**config.mk**
```make
export PLATFORM = sky130hd
export DESIGN_NAME = universal_shift_reg
export DESIGN_NICKNAME = d
export VERILOG_FILES = /design/src/rtl/universal_shift_reg.sv
export SDC_FILE = /design/constraint.sdc
export NUM_CORES = 1
export LEC_CHECK = 0
export BUFFER_PORTS_ARGS = -buffer_cell sky130_fd_sc_hd__buf_2
export CAP_MARGIN = 20
export CORE_ASPECT_RATIO = 0.6
export CORE_MARGIN = 2
export CORE_UTILIZATION = 54
export CTS_CLUSTER_SIZE = 10
export DETAILED_ROUTE_END_ITERATION = 12
export PLACE_DENSITY_LB_ADDON = 0.05
export SETUP_SLACK_MARGIN = 0.15
export SLEW_MARGIN = 20
export SYNTH_ARGS = -nofsm -noshare
export SYNTH_HDL_FRONTEND = slang
export SYNTH_SLANG_ARGS = --single-unit
```
**constraint.sdc**
```tcl
create_clock -name clk -period 2.47 [get_ports clk]
set_input_delay 0.1235 -clock clk [delete_from_list [all_inputs] [get_ports clk]]
set_output_delay 0.1235 -clock clk [all_outputs]
set_load 0.02 [all_outputs]
```
**src/rtl/universal_shift_reg.sv**
```systemverilog
// WIDTH-bit storage/serialising register: gated single-step ops (1-edge latency) plus a burst engine.
// While a burst runs or its done cycle is shown, G/mode/D/start/count are ignored; busy/done report progress.
module universal_shift_reg #(
    parameter int WIDTH = 8,
    parameter int CNT_W = 4
) (
    input  logic             clk,
    input  logic             rst,
    input  logic             G,
    input  logic [2:0]       mode,
    input  logic [WIDTH-1:0] D,
    input  logic             SI_R,
    input  logic             SI_L,
    input  logic             start,
    input  logic [CNT_W-1:0] count,
    output logic [WIDTH-1:0] Q,
    output logic [WIDTH-1:0] Qn_t,
    output logic             SO_L,
    output logic             SO_R,
    output logic             busy,
    output logic             done
);

    localparam logic [2:0] OP_HOLD  = 3'b000;
    localparam logic [2:0] OP_LOAD  = 3'b001;
    localparam logic [2:0] OP_SHL   = 3'b010;
    localparam logic [2:0] OP_SHR   = 3'b011;
    localparam logic [2:0] OP_ROL   = 3'b100;
    localparam logic [2:0] OP_ROR   = 3'b101;
    localparam logic [2:0] OP_ASR   = 3'b110;
    localparam logic [2:0] OP_CLEAR = 3'b111;

    typedef enum logic [1:0] {
        ST_IDLE = 2'd0,
        ST_RUN  = 2'd1,
        ST_DONE = 2'd2
    } state_t;

    state_t           state_q;
    logic [WIDTH-1:0] q_q;
    logic [WIDTH-1:0] q_d;
    logic [2:0]       bmode_q;
    logic [2:0]       op_sel;
    logic [CNT_W-1:0] rem_q;
    logic             busy_q;
    logic             done_q;
    logic             burst_req;

    // Only the shift/rotate family can be repeated as a burst; hold/load/clear stay single-step.
    assign burst_req = start && (mode != OP_HOLD) && (mode != OP_LOAD) && (mode != OP_CLEAR);
    assign op_sel    = (state_q == ST_RUN) ? bmode_q : mode;

    always_comb begin
        q_d = q_q;
        case (op_sel)
            OP_HOLD:  q_d = q_q;
            OP_LOAD:  q_d = D;
            OP_SHL:   q_d = {q_q[WIDTH-2:0], SI_R};
            OP_SHR:   q_d = {SI_L, q_q[WIDTH-1:1]};
            OP_ROL:   q_d = {q_q[WIDTH-2:0], q_q[WIDTH-1]};
            OP_ROR:   q_d = {q_q[0], q_q[WIDTH-1:1]};
            OP_ASR:   q_d = {q_q[WIDTH-1], q_q[WIDTH-1:1]};
            OP_CLEAR: q_d = '0;
            default:  q_d = q_q;
        endcase
    end

    always_ff @(posedge clk) begin
        if (rst) begin
            state_q <= ST_IDLE;
            q_q     <= '0;
            bmode_q <= OP_HOLD;
            rem_q   <= '0;
            busy_q  <= 1'b0;
            done_q  <= 1'b0;
        end else begin
            case (state_q)
                ST_IDLE: begin
                    if (G) begin
                        if (burst_req) begin
                            // Accept edge: capture the burst, register stays put.
                            bmode_q <= mode;
                            if (count == '0) begin
                                state_q <= ST_DONE;
                                done_q  <= 1'b1;
                            end else begin
                                state_q <= ST_RUN;
                                rem_q   <= count;
                                busy_q  <= 1'b1;
                            end
                        end else begin
                            q_q <= q_d;
                        end
                    end
                end
                ST_RUN: begin
                    q_q   <= q_d;
                    rem_q <= rem_q - 1'b1;
                    if (rem_q == CNT_W'(1)) begin
                        state_q <= ST_DONE;
                        busy_q  <= 1'b0;
                        done_q  <= 1'b1;
                    end
                end
                ST_DONE: begin
                    state_q <= ST_IDLE;
                    done_q  <= 1'b0;
                end
                default: begin
                    state_q <= ST_IDLE;
                    busy_q  <= 1'b0;
                    done_q  <= 1'b0;
                end
            endcase
        end
    end

    assign Q    = q_q;
    assign Qn_t = ~q_q;
    assign SO_L = q_q[WIDTH-1];
    assign SO_R = q_q[0];
    assign busy = busy_q;
    assign done = done_q;

endmodule

```
* After elaboration in Yosys (flattened, before gate mapping)
Index checks and enable logic that the tools add are counted.
Word-level totals: register bits after elaboration 19, input bits 21, output and inout bits 20, logic and storage cells 65
Operators by class: add/subtract/negate cells 1, equality and inequality tests 18, multiplexer cells 24, bitwise logic cells 2, reductions and logical operators 14
Operators by type and width (number):
- $pmux 8 s8 | 1
- $mux 8 | 2
- $pmux 8 s2 | 1
- $eq 3x3->1 const B | 4
- $mux 4 | 3
- $ne 2x2->1 const B | 5
- $reduce_and 3->1 | 3
- $mux 1 | 8
- $mux 2 | 4
- $not 8->8 | 1
- $pmux 4 s2 | 1
- $reduce_and 4->1 | 2
- $eq 3x2->1 const B | 2
- $reduce_and 5->1 | 1
- $eq 4x1->1 const B | 1
- $logic_not 4->1 | 1
- $pmux 2 s2 | 1
- $sub 4x1->4 const B | 1
- $eq 3x1->1 const B | 1
- $logic_and 1x1->1 | 3
- $logic_not 3->1 | 1
- $mux 3 | 1
- $ne 3x1->1 const B | 1
- $ne 3x3->1 const B | 1
- 9 further kinds | 9

* Logic depth before layout (Yosys ltp)
depth in word-level cells 7, gate-level depth with buffers 8, gate-level depth less buffers 6

* Least setup slack after synthesis
No wires, ideal clock.
kind flip-flop to flip-flop, from register state_q[1], to register q_q[1], in the netlist Q[1], library setup time 0.135 ns, data arrival time 1.503 ns, required time 2.335 ns, setup slack 0.832 ns, cell stages (with the launch flop) 8, path buffers 2, clock period less this slack 1.638 ns, path through dfxtp_1 > buf_6 > nand2b_4 > buf_8 > mux2i_4 > o22ai_4 > a221oi_1 > o32ai_1
On the way: cells in the longest elaborated chain, start to end 7
Ends and longest elaborated chain:
- start: declaration | RTL line 39 | state_t state_q;
- start signal: assignment | RTL line 70 | state_q <= ST_IDLE;
- start signal: assignment | RTL line 84 | state_q <= ST_DONE;
- start signal: assignment | RTL line 87 | state_q <= ST_RUN;
- $eq 2x1->1 | RTL line 51, 77
- $mux 3 | RTL line 51 | assign op_sel = (state_q == ST_RUN) ? bmode_q : mode;
- $eq 3x3->1 (tied with other cells) | RTL line 55 | case (op_sel)
- $pmux 8 s8 | RTL line 55
- $mux 8 | RTL line 80 | if (burst_req) begin
- $mux 8 | RTL line 79 | if (G) begin
- $pmux 8 s2 | RTL line 77 | case (state_q)
- end signal: assignment | RTL line 92 | q_q <= q_d;
- end signal: assignment | RTL line 97 | q_q <= q_d;
- end: declaration | RTL line 40 | logic [WIDTH-1:0] q_q;
Parallel ways exist; a longest one is shown, timed or not. The select of a mux whose other input is x is not followed. A chain may end at the register's enable or synchronous reset.

* Worst setup path after layout
from register state_q[1], to register q_q[5], in the netlist Q[5]
Same word-level chain as after synthesis.

==> flow_metrics.env <==
export IMPL_run_status="finished clean"
export IMPL_viasPerCell=6.06
export IMPL_worstPathCellList="nand2b_4 > mux2i_4 > o22ai_4 > a221oi_1 > o32ai_1"
export IMPL_post_place_ws_ns=0.475
export IMPL_floorplan_core_area_mm2=0.00220
export IMPL_groute_usage_overall_pct=25.2
export IMPL_grt_antenna_before_repair=0
export IMPL_ios=41
export IMPL_routed_wire_length_per_instance_um=15.7
export IMPL_cp_arrival_ns=2.17
export IMPL_antenna_fix_cells=0
export IMPL_grt_overflow_total=0
export IMPL_detailroute_via_count=1278
export IMPL_postCtsSetupRepairBufs=0
export IMPL_static_leakage_power_nw=0.618
export IMPL_final_worst_clock_skew_ns=0.00475
export IMPL_first_global_vias=1107
export IMPL_clock_sinks=19
export IMPL_cp_slowest_cell="sky130_fd_sc_hd__dfxtp_1"
export IMPL_layout_drive_gt1_share_pct=30.9
export IMPL_postSynthAreaPerCell_um2=8.74
export IMPL_clk_insertion_delay_late_ns=0.26
export IMPL_post_route_period_util_pct=82.5
export IMPL_timing_final_max_slew_violations=0
export IMPL_rsz_0062_raised_after_global_routing="false"
export IMPL_placementRows=13
export IMPL_initial_core_util_pct=57.7
export IMPL_reg2reg_depth=5
export IMPL_synthDistinctLibCells=45
export IMPL_detailedPlacementHpwl_um=2550
export IMPL_max_cap_violations=0
export IMPL_cts_inserted_buffers=3
export IMPL_yosys_register_bits=19
export IMPL_crit_required_ns=2.60
export IMPL_synth_cell_area_mm2=0.00127
export IMPL_tritoncts="built"
export IMPL_post_synth_inst_count=145
export IMPL_finalCriticalPeriod_ns=2.04
export IMPL_yosysSeqAreaShare_pct=30.0
export IMPL_synth_yosys_warnings=0
export IMPL_critical_path_max_stage_delay_ns=0.49
export IMPL_fp_dieArea_mm2=0.00276
export IMPL_grt_first_pass_wirelength_um=5280
export IMPL_drt_iter0_drcs=130
export IMPL_cts_htree_levels=1
export IMPL_post_cts_resize_count=0
export IMPL_start_kind="register"
export IMPL_timing_hold_violations_final=0
export IMPL_mostFrequentLayoutCell="sky130_fd_sc_hd__buf_2"
export IMPL_power_density_cell_area_mw_per_mm2=795
export IMPL_antenna_left=0
export IMPL_worst_setup_ep_type="register"
export IMPL_post_cts_hold_buffer_count=0
export IMPL_postLayoutSetupSlackWorst_ns=0.433
export IMPL_synthDominantCellAreaShare_pct=30.0
export IMPL_detail_route_wirelength_um=3310
export IMPL_criticalPathCategory="register to register"
export IMPL_area_delta_synth_final_pct=16.8
export IMPL_hp_class="input port to register"
export IMPL_syn_num_nets=168
export IMPL_clockBufferDepth=2
export IMPL_fin_nets=205
export IMPL_gpl_final_weighted_congestion=0.879
export IMPL_tightest_slew_ns=0.564
export IMPL_port_buffer_count=40
export IMPL_synth_edff_count=0
export IMPL_timing_reg2reg_setup_slack_ns=0.43
export IMPL_most_common_layout_cells="40 x sky130_fd_sc_hd__buf_2, 19 x sky130_fd_sc_hd__dfxtp_1, 17 x sky130_fd_sc_hd__nor2_1"
export IMPL_final_hold_worst_slack_ns=0.177
export IMPL_holdPathStages=2
export IMPL_cell_taking_the_most_area_after_synthesis="sky130_fd_sc_hd__dfxtp_1"
export IMPL_clock_tree_root_cell="sky130_fd_sc_hd__clkbuf_8"
export IMPL_path_max_fanout=16
export IMPL_setup_viol_count_final=0
export IMPL_fp_dieH_um=41.5
export IMPL_detailedRoute_firstPassIterationCount=4
export IMPL_totalNegativeSetupSlack_ns=0
export IMPL_p_total_w=0.00118
export IMPL_synthTopCellsByArea="sky130_fd_sc_hd__dfxtp_1 30%, sky130_fd_sc_hd__a21oi_1 5.5%, sky130_fd_sc_hd__o32ai_1 5.5%, sky130_fd_sc_hd__nor2_1 5.0%, sky130_fd_sc_hd__a221oi_1 4.1%"
export IMPL_fmax_mhz=491
export IMPL_power_ir_vdd_worst_v=0.000392
export IMPL_grt_max_degree=17
export IMPL_slew_headroom_pct=62.1
export IMPL_die_x_um=66.5
export IMPL_drc=0
export IMPL_postSynth_asyncResetShare_pct=0
export IMPL_post_route_util_pct=67.4
export IMPL_path_clk_slew_ns=0.07
export IMPL_dominantRegCellSynth="sky130_fd_sc_hd__dfxtp_1"
report_power, final:
group          internal [W]  leakage [nW]  total [W]  switching [W]
clock              0.000115        0.0228   0.000221       0.000106
combinational      0.000215         0.440   0.000532       0.000317
sequential         0.000359         0.155   0.000424      0.0000648
total              0.000689         0.618    0.00118       0.000488
worst max-delay path: cells and delay by family, from the launching register on:
kind / cells / cell delay [ns]
and+or+nand+nor: 1 / 0.36
muxes: 1 / 0.39
AOI/OAI and AO/OA: 3 / 0.65
DFF: 1 / 0.49
Yosys cell counts (all sizes together) (3+ instances only):
cell type,n
nand4,3
nand2,6
a221oi,6
o32ai,8
nor2,18
o21ai,8
a21oi,14
mux2,3
inv,13
dfxtp,19
o22ai,4
buf,9
mux2i,8
metrics by stage:
| stage | area (µm²) | std cells |
|---|---|---|
| after floorplan | 1270 | 145 |
| after global placement | 1440 | 207 |
| after detailed placement | 1440 | 207 |
| after CTS | 1480 | 211 |
| after global routing | 1480 | 211 |
| final | 1480 | 211 |
routing by layer:
layer  vias to the layer above  global-route usage (%)  wire, µm
met4                         0                    5.71        23
met5                         -                       0         0
li1                        615                       -         -
met1                       586                    38.6      1580
met2                        73                    34.8      1350
met3                         4                    6.78       355
sequential cells by signal, indices dropped and copies added (netlist names):
signal and count:
Q 8, bmode_q 3, busy 1, done 1, rem_q 4, state_q 2
area by class of cell:
| cell class | count | area (µm²) |
|---|---|---|
| sequential | 19 | 380 |
| inverter | 13 | 48.8 |
| fill | 197 | 716 |
| clock buffer | 4 | 45.0 |
| multi-input combinational | 104 | 761 |
| tap | 30 | 37.5 |
| timing repair buffer | 41 | 208 |
cells by family after synthesis:
group | count (synthesis) | synth area share [%]
AOI/OAI and AO/OA | 53 | 31.2
and+or+nand+nor | 38 | 15.7
buffers and inverters | 22 | 9.97
DFF | 19 | 30.0
muxes | 11 | 11.2
adders and majority gates | 2 | 1.97
worst paths after layout:
| check | start | endpoint |
|---|---|---|
| worst max-delay path | state_q[1] | Q[5] |
| worst min-delay path | rst | rem_q[1] |
| worst max register to register | state_q[1] | Q[5] |
| worst min register to register | done | done |
No activity file was read; power rests on OpenSTA's default activity.
